$ cat src/rtl/width_conv_pkg.sv
// Shared definitions for the 16<->8 width converters (packer and serializer).
// State encoding and width constants live here so both directions stay aligned.
package width_conv_pkg;

    localparam int IN_W  = 16;
    localparam int OUT_W = 8;
    localparam int RATIO = 2;

    typedef enum logic [1:0] {
        EMPTY = 2'd0,
        HI    = 2'd1,
        LO    = 2'd2
    } state_t;

endpackage

$ cat src/rtl/width_16to8_if.sv
// Upstream word and downstream byte channels of the 16-to-8 serializer.
// Valid/ready: a transfer happens on a rising edge where both valid and ready are 1;
// once valid is raised, the sender holds valid and data stable until that transfer.
interface width_16to8_if;
    import width_conv_pkg::*;

    logic             valid_in;
    logic [IN_W-1:0]  data_in;
    logic             ready_in;
    logic             valid_out;
    logic [OUT_W-1:0] data_out;
    logic             last_out;
    logic             ready_out;

    modport slave (
        input  valid_in,
        input  data_in,
        input  ready_out,
        output ready_in,
        output valid_out,
        output data_out,
        output last_out
    );

    modport master (
        output valid_in,
        output data_in,
        output ready_out,
        input  ready_in,
        input  valid_out,
        input  data_out,
        input  last_out
    );

endinterface

$ cat src/rtl/width_16to8.sv
// Serializes 16-bit words into two 8-bit bytes; all byte outputs are registered.
// A new word may be taken in the same cycle the second byte of the previous one leaves.
module width_16to8
    import width_conv_pkg::*;
#(
    parameter bit MSB_FIRST = 1'b1
) (
    input  logic            clk,
    input  logic            rst_n,
    width_16to8_if.slave    bus,
    output state_t          fsm_state
);

    state_t           state, state_nxt;
    logic [OUT_W-1:0] data_q, data_nxt;
    logic [OUT_W-1:0] hold_q, hold_nxt;
    logic             valid_q, valid_nxt;
    logic             last_q, last_nxt;
    logic             ready;
    logic             acc;
    logic             tx;
    logic [OUT_W-1:0] first_byte;
    logic [OUT_W-1:0] second_byte;

    assign first_byte  = MSB_FIRST ? bus.data_in[IN_W-1 -: OUT_W] : bus.data_in[OUT_W-1:0];
    assign second_byte = MSB_FIRST ? bus.data_in[OUT_W-1:0] : bus.data_in[IN_W-1 -: OUT_W];

    // rst_n gating keeps ready low while reset is held even though state already reads EMPTY
    assign ready = rst_n & ((state == EMPTY) | ((state == LO) & bus.ready_out));
    assign acc   = bus.valid_in & ready;
    assign tx    = valid_q & bus.ready_out;

    always_ff @(posedge clk or negedge rst_n) begin
        if (!rst_n) begin
            state   <= EMPTY;
            data_q  <= '0;
            hold_q  <= '0;
            valid_q <= 1'b0;
            last_q  <= 1'b0;
        end else begin
            state   <= state_nxt;
            data_q  <= data_nxt;
            hold_q  <= hold_nxt;
            valid_q <= valid_nxt;
            last_q  <= last_nxt;
        end
    end

    always_comb begin
        state_nxt = state;
        data_nxt  = data_q;
        hold_nxt  = hold_q;
        valid_nxt = valid_q;
        last_nxt  = last_q;
        case (state)
            EMPTY: begin
                valid_nxt = 1'b0;
                if (acc) begin
                    data_nxt  = first_byte;
                    hold_nxt  = second_byte;
                    valid_nxt = 1'b1;
                    last_nxt  = 1'b0;
                    state_nxt = HI;
                end
            end
            HI: begin
                if (tx) begin
                    data_nxt  = hold_q;
                    last_nxt  = 1'b1;
                    state_nxt = LO;
                end
            end
            LO: begin
                if (tx && acc) begin
                    data_nxt  = first_byte;
                    hold_nxt  = second_byte;
                    valid_nxt = 1'b1;
                    last_nxt  = 1'b0;
                    state_nxt = HI;
                end else if (tx) begin
                    valid_nxt = 1'b0;
                    last_nxt  = 1'b0;
                    state_nxt = EMPTY;
                end
            end
            default: begin
                valid_nxt = 1'b0;
                last_nxt  = 1'b0;
                state_nxt = EMPTY;
            end
        endcase
    end

    assign bus.ready_in  = ready;
    assign bus.valid_out = valid_q;
    assign bus.data_out  = data_q;
    assign bus.last_out  = last_q;
    assign fsm_state     = state;

endmodule

$ cat src/flat_wrapper.sv
// flat-port wrapper written by rule: the top's interface ports become plain ports
module width_16to8_flat import width_conv_pkg::*;
#(
    parameter bit MSB_FIRST = 1'b1
)
  (clk, rst_n, fsm_state, bus_valid_in, bus_data_in, bus_ready_out, bus_ready_in, bus_valid_out, bus_data_out, bus_last_out);
  width_16to8_if bus_i ();
  input  logic clk;
  input  logic rst_n;
  output state_t fsm_state;
  input wire logic [$bits(bus_i.valid_in)-1:0] bus_valid_in;
  input wire logic [$bits(bus_i.data_in)-1:0] bus_data_in;
  input wire logic [$bits(bus_i.ready_out)-1:0] bus_ready_out;
  output wire logic [$bits(bus_i.ready_in)-1:0] bus_ready_in;
  output wire logic [$bits(bus_i.valid_out)-1:0] bus_valid_out;
  output wire logic [$bits(bus_i.data_out)-1:0] bus_data_out;
  output wire logic [$bits(bus_i.last_out)-1:0] bus_last_out;
  assign bus_i.valid_in = bus_valid_in;
  assign bus_i.data_in = bus_data_in;
  assign bus_i.ready_out = bus_ready_out;
  assign bus_ready_in = bus_i.ready_in;
  assign bus_valid_out = bus_i.valid_out;
  assign bus_data_out = bus_i.data_out;
  assign bus_last_out = bus_i.last_out;
  width_16to8 #(.MSB_FIRST(MSB_FIRST)) u_core (.clk(clk), .rst_n(rst_n), .bus(bus_i), .fsm_state(fsm_state));
endmodule
$ cat config.mk
export PLATFORM = sky130hd
export DESIGN_NAME = width_16to8_flat
export DESIGN_NICKNAME = d
export VERILOG_FILES = /design/src/rtl/width_conv_pkg.sv /design/src/rtl/width_16to8_if.sv /design/src/rtl/width_16to8.sv /design/src/flat_wrapper.sv
export SDC_FILE = /design/constraint.sdc
export NUM_CORES = 1
export LEC_CHECK = 0
export CORE_ASPECT_RATIO = 1.4
export CORE_UTILIZATION = 28
export CTS_BUF_LIST = sky130_fd_sc_hd__clkbuf_8 sky130_fd_sc_hd__clkbuf_16
export DETAILED_ROUTE_END_ITERATION = 10
export MAX_ROUTING_LAYER = met4
export PLACE_DENSITY = 0.6
export RECOVER_POWER = 50
export SLEW_MARGIN = 20
export SYNTH_ARGS = -nofsm -noshare
export SYNTH_HDL_FRONTEND = slang
export SYNTH_SLANG_ARGS = --single-unit
$ cat constraint.sdc
create_clock -name clk -period 1.9 [get_ports clk]
set_clock_uncertainty 0.05 [all_clocks]
set_input_delay 0.475 -clock clk [delete_from_list [all_inputs] [get_ports clk]]
set_output_delay 0.475 -clock clk [all_outputs]
set_load 0.02 [all_outputs]
==> metrics.md <==
| Metric | Value |
|---|---|
| Status | finished clean |
| Routability Congestion | 0.737 |
| CTS buffer count | 3 |
| TritonCTS clock tree | yes |
| Multi-input logic area | 424 um^2 |
| Setup_tns | 0 ns |
| Area after DPL | 0.00133 mm^2 |
| Syn_area_per_cell | 15.0 um^2 |
| Final Cycle Share | 97.3% |
| Slew headroom | 62.2% |
| Critical path arrival | 1.32 ns |
| Final WS setup | 0.0518 ns |
| Distinct cells, synth | 19 |
| Seq. cell area | 475 um^2 |
| Rows | 24 |
| # diodes | 0 |
| Detailed placer's ending HPWL | 1.41 mm |
| Die Area | 0.00351 mm^2 |
| Gate Count Post-Synth | 61 |
| Pwr Density | 1540 mW/mm^2 |
| Via density | 4.55 |
| FMAX | 541 MHz |
| DRT iter0 DRCs | 2 |
| IO Count | 33 |
| Net Count, Synth | 81 |
| CP startpoint kind | input pin |
| Worst-skew pair later-pin latency | 0.25 ns |
| H-Tree Depth | 1 |
| RSZ-0062 raised after global routing | true |
| Pleak | 0.581 nW |
| Largest net degree at the start of global routing | 12 |
| Worst-margin pin slew | 0.567 ns |
| Number of global-route vias before repair | 692 |
| Wire per inst | 13.0 um |
| Design Area, Final | 0.00137 mm^2 |
| Syn Std Cell Area | 917 um^2 |
| Clk sink count | 19 |
| Layout cells sized above 1 | 41.3% |
| Root buffer cell | clkbuf_8 |
| Worst-path fanout max | 2 |
| Chip width | 50.4 um |
| Clock buffer depth | 2 |
| Routed WL | 1.86 mm |
| Sequential area share after synthesis | 51.8% |
| Clock transition at the registers of the reported paths | 0.08 ns |
| Area grow syn2layout | 49.5% |
| # DRC | 0 |
| Die height | 69.7 um |
| Ys Warns | 0 |
| Worst Setup End Kind | output pin |
| Critical path type | input pin to output pin |
| Fin. Hold Viols | 0 |
| Number of fillers in the final layout | 309 |
| Total global routing overflow | 0 |
| Worst min path class | input pin to async pin |
| VDD IR max | 0.000870 V |
| DRT antenna net count | 0 |
| Initial antenna violation count | 0 |
| Core Area | 0.00312 mm^2 |
| Initial Util | 29.4% |
| Min Tclk post-route | 1.85 ns |
| PortBufs | 32 |
| Vias | 651 |
| Fin nets | 125 |
| First-pass iteration count of the detailed router | 3 |
| Setup Viol. Count Final | 0 |
| Final Slew Violations | 0 |
| Pre-CTS WS | -0.426 ns |
| Worst EP required | 1.37 ns |
| Synth Register Bits | 19 |
| Tot GR Track Use | 11.6% |
| Wire length of the first global-routing pass | 3.10 mm |
| Hold_ws | 0.307 ns |
| Max Cap Viol | 0 |
==> worst max-delay path: stages <==
cell and delay (ns):
clkdlybuf4s50_1 0.48, nor2b_1 0.07, nor3b_2 0.15, buf_4 0.16
==> Yosys cell counts, drive strengths merged <==
cell type | count | area share, %
nand3b | 1 | 2.2
inv | 1 | 0.41
nand2 | 2 | 0.82
buf | 2 | 2.0
nor2b | 2 | 2.2
a21oi | 1 | 0.55
nor2 | 1 | 1.2
a21o | 1 | 0.82
o22ai | 2 | 2.9
dfrtp | 19 | 52
a21boi | 2 | 2.9
nand2b | 1 | 0.96
mux2 | 24 | 29
o32ai | 1 | 0.96
nor3b | 1 | 0.82
==> where the power goes <==
part	total (mW)	internal, mW	switching [mW]	leakage [nW]
sequential	0.710	0.608	0.102	0.228
clock	0.283	0.146	0.137	0.0255
combinational	1.11	0.636	0.479	0.327
total	2.11	1.39	0.718	0.581
==> stage by stage <==
| stage | cells | util [%] | power, mW |
|---|---|---|---|
| 2_1_floorplan | 61 | - | 1.44 |
| 3_3_place_gp | 138 | 42.5 | 1.86 |
| 3_5_place_dp | 138 | 42.5 | 1.88 |
| 4_1_cts | 143 | 45.2 | 2.18 |
| 5_1_grt | 143 | 43.9 | 2.24 |
| 6_report | 143 | 43.9 | 2.11 |
==> layout by cell type (no fill, tap or decap), types with 2 or more instances in the layout <==
cell	instances
clkdlybuf4s50_1	25
mux2_2	24
dfrtp_1	19
buf_4	7
clkbuf_1	5
clkbuf_8	3
nand2_1	2
==> repair_timing <==
item                                    in CTS  in global routing
hold buffers                                 0                  0
gates resized for setup                      9                  6
gates cloned                                 1                  0
buffers inserted                             0                  0
endpoints found under the setup margin      17                  5
pin swaps                                    0                  0
==> worst paths after layout <==
path | to | startpoint | slack (ns) | cells past startpoint
hold / removal | u_core.bus.data_out[2]$_DFFE_PN0P_ | rst_n | 0.31 | 2
min in group clk | u_core.hold_q[6]$_DFFE_PN0P_ | u_core.hold_q[6]$_DFFE_PN0P_ | 0.45 | 1
setup / recovery | bus_ready_in | bus_ready_out | 0.05 | 4
max in group asynchronous | u_core.bus.data_out[7]$_DFFE_PN0P_ | rst_n | 0.96 | 2
hold reg to reg | u_core.hold_q[6]$_DFFE_PN0P_ | u_core.hold_q[6]$_DFFE_PN0P_ | 0.45 | 1
setup reg to reg | u_core.bus.data_out[6]$_DFFE_PN0P_ | u_core.bus.last_out$_DFFE_PN0P_ | 0.32 | 5
==> cell families (layout without fill, tap and decap cells) <==
group	Yosys count	after routing	share of synthesized area (%)
muxes	24	24	29.5
and+or+nand+nor	8	8	8.19
AOI/OAI and AO/OA	7	7	8.05
buffers and inverters	3	46	2.46
DFF	19	19	51.8
==> state kept, by name, summed over array words and instances (netlist names) <==
name,count
u_core.bus.valid_out,1
u_core.hold_q,8
u_core.bus.last_out,1
u_core.fsm_state,1
u_core.bus.data_out,8
==> area by class of cell <==
| type | count | share of cell area (%) |
|---|---|---|
| clock buffer | 3 | 3.01 |
| clock inverter | 1 | 0.365 |
| inverter | 1 | 0.274 |
| multi-input combinational | 39 | 30.9 |
| sequential | 19 | 34.7 |
| tap | 39 | 3.56 |
| timing repair buffer | 41 | 27.2 |
==> per-layer routing <==
metal	vias up	global-route usage, %	routed length [um]	share of wire (%)
li1	307	-	-	-
met1	321	16.2	797	43
met2	21	17.8	964	52
met3	2	1.54	88	4.7
met4	0	2.78	9	0.48
met5	-	-	0	0
Note: power is estimated with default switching activity, not from simulation.
